--- config.mk ---
export PLATFORM = sky130hd
export DESIGN_NAME = gpio_uart_tx
export DESIGN_NICKNAME = d
export VERILOG_FILES = /design/src/rtl/gpio_uart_tx.sv
export SDC_FILE = /design/constraint.sdc
export NUM_CORES = 1
export LEC_CHECK = 0
export CORE_UTILIZATION = 45
export CTS_BUF_LIST = sky130_fd_sc_hd__clkbuf_4 sky130_fd_sc_hd__clkbuf_8 sky130_fd_sc_hd__clkbuf_16
export CTS_CLUSTER_DIAMETER = 30
export DETAILED_ROUTE_END_ITERATION = 10
export SLEW_MARGIN = 20
export SYNTH_ARGS = -nofsm -noshare
export SYNTH_HDL_FRONTEND = slang
export SYNTH_SLANG_ARGS = --single-unit
--- constraint.sdc ---
create_clock -name clk -period 4 [get_ports clk]
set_clock_uncertainty 0.15 [all_clocks]
set_input_delay 1.2 -clock clk [delete_from_list [all_inputs] [get_ports clk]]
set_output_delay 1.2 -clock clk [all_outputs]
set_load 0.005 [all_outputs]
--- src/rtl/gpio_uart_tx.sv ---
// gpio_uart_tx: queues GPIO byte stores in a FIFO and sends each byte as an 8N1 UART frame.
//
// state   | meaning
// --------+-----------------------------------------------------------
// S_IDLE  | line high, waiting for a queued byte
// S_START | start bit (low) for CLKS_PER_BIT cycles
// S_DATA  | 8 data bits, LSB first, each held for CLKS_PER_BIT cycles
// S_STOP  | stop bit (high); pops the next byte straight into S_START
module gpio_uart_tx #(
  parameter int unsigned CLKS_PER_BIT = 434,
  parameter int unsigned FIFO_DEPTH   = 16
) (
  input  logic                        clk,
  input  logic                        reset,
  input  logic [7:0]                  gpio_data,
  input  logic                        gpio_en,
  output logic                        tx,
  output logic                        busy,
  output logic                        fifo_full,
  output logic [$clog2(FIFO_DEPTH):0] fifo_count,
  output logic                        overflow
);

  localparam int unsigned AW = $clog2(FIFO_DEPTH);
  localparam int unsigned CW = AW + 1;
  localparam int unsigned BW = $clog2(CLKS_PER_BIT);
  localparam logic [BW-1:0] BAUD_LAST = BW'(CLKS_PER_BIT - 1);
  localparam logic [CW-1:0] DEPTH_C   = CW'(FIFO_DEPTH);

  typedef enum logic [1:0] {S_IDLE, S_START, S_DATA, S_STOP} state_e;

  logic [7:0]    mem_q [FIFO_DEPTH];
  logic [AW-1:0] wr_ptr_q, rd_ptr_q;
  logic [CW-1:0] count_q, count_d;
  logic          overflow_q;

  state_e        state_q, state_d;
  logic [BW-1:0] baud_q, baud_d;
  logic [2:0]    bit_q, bit_d;
  logic [7:0]    shift_q, shift_d;
  logic          tx_q, tx_d;

  logic push, pop, full, empty, baud_last;

  // Full is judged on the registered count, so a push against a full FIFO
  // is dropped even when a pop happens on the same edge.
  assign full      = (count_q == DEPTH_C);
  assign empty     = (count_q == '0);
  assign push      = gpio_en && !full;
  assign count_d   = count_q + CW'(push) - CW'(pop);
  assign baud_last = (baud_q == BAUD_LAST);

  // FIFO storage; contents need no reset since count/pointers gate every read.
  always_ff @(posedge clk) begin
    if (push) begin
      mem_q[wr_ptr_q] <= gpio_data;
    end
  end

  // FIFO pointers, occupancy and sticky overflow flag.
  always_ff @(posedge clk) begin
    if (reset) begin
      wr_ptr_q   <= '0;
      rd_ptr_q   <= '0;
      count_q    <= '0;
      overflow_q <= 1'b0;
    end else begin
      if (push) wr_ptr_q <= wr_ptr_q + AW'(1);
      if (pop)  rd_ptr_q <= rd_ptr_q + AW'(1);
      count_q <= count_d;
      if (gpio_en && full) overflow_q <= 1'b1;
    end
  end

  // Transmitter state, counters, shift register and registered line output.
  always_ff @(posedge clk) begin
    if (reset) begin
      state_q <= S_IDLE;
      baud_q  <= '0;
      bit_q   <= '0;
      shift_q <= '0;
      tx_q    <= 1'b1;
    end else begin
      state_q <= state_d;
      baud_q  <= baud_d;
      bit_q   <= bit_d;
      shift_q <= shift_d;
      tx_q    <= tx_d;
    end
  end

  // Next-state logic, pop request and next line level (derived from next state).
  always_comb begin
    state_d = state_q;
    baud_d  = baud_q;
    bit_d   = bit_q;
    shift_d = shift_q;
    pop     = 1'b0;
    tx_d    = 1'b1;

    unique case (state_q)
      S_IDLE: begin
        baud_d = '0;
        bit_d  = '0;
        if (!empty) begin
          pop     = 1'b1;
          shift_d = mem_q[rd_ptr_q];
          state_d = S_START;
        end
      end
      S_START: begin
        if (baud_last) begin
          baud_d  = '0;
          bit_d   = '0;
          state_d = S_DATA;
        end else begin
          baud_d = baud_q + BW'(1);
        end
      end
      S_DATA: begin
        if (baud_last) begin
          baud_d = '0;
          if (bit_q == 3'd7) begin
            state_d = S_STOP;
          end else begin
            shift_d = {1'b0, shift_q[7:1]};
            bit_d   = bit_q + 3'd1;
          end
        end else begin
          baud_d = baud_q + BW'(1);
        end
      end
      S_STOP: begin
        if (baud_last) begin
          baud_d = '0;
          bit_d  = '0;
          if (!empty) begin
            pop     = 1'b1;
            shift_d = mem_q[rd_ptr_q];
            state_d = S_START;
          end else begin
            state_d = S_IDLE;
          end
        end else begin
          baud_d = baud_q + BW'(1);
        end
      end
      default: state_d = S_IDLE;
    endcase

    unique case (state_d)
      S_START: tx_d = 1'b0;
      S_DATA:  tx_d = shift_d[0];
      default: tx_d = 1'b1;
    endcase
  end

  assign tx         = tx_q;
  assign busy       = (state_q != S_IDLE) || !empty;
  assign fifo_full  = full;
  assign fifo_count = count_q;
  assign overflow   = overflow_q;

endmodule

==> out/results.txt <==
ANT nets after route - 0
Wire per inst - 18.5 µm
Post-synth top flop - edfxtp_1
CTS tree - done
Post-CTS Setup Inserts - 0
Avg Cell Area, Syn - 15.4 µm²
MaxCap Viol Count - 0
Top-count cell post-synth - edfxtp_1
Slew Viols, Final - 0
Post-cts sizing count - 0
Vias in the first global route - 3,806
Diode count - 0
Drt pass-1 iters - 5
Clk root buf - clkbuf_16
Port bufs - 19
Worst-case reg-to-reg path depth - 12
Worst path required time - 2.65 ns
Clock transition at path regs - 0.07 ns
RD Place Congestion - 0.800
Layout net count - 526
Crit path DAT - 2.22 ns
Fin crit share - 89.2%
Post-synth top area cell - edfxtp_1
Util after Layout - 53.5%
Antenna violations before repair - 0
Synthesized net count - 486
Layout cells sized above 1 - 19.9%
Vias/cell - 5.45
FF+latch count, synth - 169
Area occupied by registers - 4670 µm²
Final setup viols - 0
Worst skew pair latency - 0.42 ns
Synth Cell Area - 7010 µm²
Sequential-to-total area share from yosys stat - 66.6%
R2R setup slack - 0.83 ns
Tightest Pin Transition - 0.735 ns
Status - finished clean
Core Region - 15,200 µm²
Yosys top cell area share - 54.8%
Die H - 127 µm
Area of the multi-input gates - 2180 µm²
Top cells by area, synth - edfxtp_1 (55%), dfxtp_1 (12%), mux4_2 (10%)
Pwr per Cell Area - 620 nW/µm²
Die Wd - 127 µm
Layout area overhead - 16.0%
Starting DRT DRC Count - 247
Hold Path Cell Cnt - 2
Clock Sinks - 169
Leak - 2.69 nW
Via Count - 3,786
RSZ-0062 raised after global routing - no
Initial Utilization - 46.1%
Worst IR Drop VDD - 0.379 mV
Placed insts - 663
Die Footprint - 16,100 µm²
Post-synth cell types - 49
Hold_buf cts - 0
Inserted Clock Buffers - 17
CP Max Fanout - 8
# H-tree levels - 4
Reg2reg end - fifo_count[4]$_SDFF_PP0_
Crit end category - output pin
Global route overflow - 0
Bufs on Longest Clock Path - 2
Critical path class - register to output pin
Most frequent cells after synthesis - edfxtp_1 (128), nor2_1 (54), dfxtp_1 (41)
Hold crit path type - register to register
Num ports - 20
CP Launch Type - register
Cell row count - 45
Number of remaining DRC errors - 0
Global-route wire length before repair - 20.7 mm
Tmin final - 3.57 ns
Max Clock Freq - 0.280 GHz
Fill cell total of the finished layout - 1,257
Final hold violations - 0
DP HPWL - 8.45 mm
Max_slew headroom - 51.0%
Source of the worst hold timing path - shift_q[7]$_SDFFE_PP0P_
EDFF count, synth - 128
Asr flop ratio synth - 0%
Non-Filler Instances - 695
Hold EP - shift_q[6]$_SDFFE_PP0P_
Post-Route WL - 12.9 mm
R2R Path Start - baud_q[1]$_SDFF_PP0_
Setup TNS - 0 ns
Largest net degree at the start of global routing - 30
Synth warn - 0
Mapped Cells - 454
Total GRT Usage - 17.6%
[state kept, by name (all words and copies together), names as in the netlist, named ones only]
signal and flops:
wr_ptr_q 4, baud_q 9, shift_q 8, overflow 1, bit_q 3, fifo_count 5, rd_ptr_q 4, mem_q 128
tx 1, state_q 2
[layout by cell type, fill, tap and decap left out, types with 2 or more instances in the layout]
cell             instances
a31oi_1                  3
mux2i_1                 11
nor2_1                  54
mux2_2                   8
inv_8                    3
nor3_1                  12
a2bb2oi_2                2
o21ai_0                  2
ha_1                    20
xnor2_1                  9
clkbuf_16               17
or3_1                    3
nand3_1                  5
o221ai_1                 6
dfxtp_1                 40
xor2_1                   8
a21oi_1                 17
bufinv_16                2
nand4_1                  3
buf_4                   20
inv_6                    3
inv_1                   18
clkinv_8                 2
nand2b_1                 3
clkdlybuf4s50_1         19
edfxtp_1               128
clkinv_4                 2
nor2b_1                  4
nand2_1                 24
mux4_2                  31
[worst max-delay path, cell delays in order (launching register included)]
cell and delay, ns:
dfxtp_1 0.33, inv_1 0.09, ha_1 0.19, nor4b_4 0.57, nand2_1 0.14, clkdlybuf4s50_1 0.47
[worst max-delay path by stage]
stage / endpoint / from / slack [ns]
global route: busy / fifo_count[3]$_SDFF_PP0_ / 0.26
CTS: busy / fifo_count[3]$_SDFF_PP0_ / 0.40
finish: busy / fifo_count[3]$_SDFF_PP0_ / 0.43
floorplan: fifo_count[4]$_SDFF_PP0_ / gpio_en / 0.85
global placement: fifo_count[4]$_SDFF_PP0_ / gpio_en / 0.50
detailed placement: fifo_count[4]$_SDFF_PP0_ / gpio_en / 0.50
[metrics by stage]
| step | setup WS, ns | power, mW | area (µm²) | hold slack [ns] |
|---|---|---|---|---|
| floorplan | 0.848 | 3.07 | 7010 | 0.283 |
| global route | 0.256 | 5.29 | 8130 | 0.343 |
| global placement | 0.500 | 3.40 | 7510 | 0.290 |
| finish | 0.433 | 5.04 | 8130 | 0.313 |
| detailed placement | 0.499 | 3.43 | 7510 | 0.312 |
| CTS | 0.398 | 5.09 | 8130 | 0.321 |
[logic make-up (layout without fill, tap and decap cells)]
group / Yosys count / in the layout / share of synthesized area [%]
flip-flops: 169 / 169 / 66.6
AND/OR/NAND/NOR: 118 / 118 / 8.14
multiplexers: 50 / 50 / 12.8
AO/OA/AOI/OAI: 41 / 41 / 4.20
buffers and inverters: 38 / 91 / 2.30
adder cells (fa/ha/maj): 21 / 21 / 3.86
XOR/XNOR: 17 / 17 / 2.12
[final cells by class]
type                            count  share of cell area (%)
Clock buffer                       17                    5.23
Clock inverter                     15                    2.29
Inverter                           19                   0.878
Multi-Input combinational cell    247                    26.9
Sequential cell                   169                    57.4
Tap cell                          188                    2.89
Timing Repair Buffer               40                    4.43
[where the power goes]
group,total (mW),internal [mW],switching (mW)
sequential,2.16,2.02,0.136
clock,1.66,0.946,0.715
combinational,1.22,0.599,0.619
total,5.04,3.57,1.47
[layer usage]
| metal | track usage (%) | routed length (µm) |
|---|---|---|
| met5 | 0 | 0 |
| met4 | 6.16 | 150 |
| met3 | 4.22 | 564 |
| met2 | 28.5 | 6370 |
| met1 | 23.2 | 5770 |
Note: power is estimated with default switching activity, not from simulation.
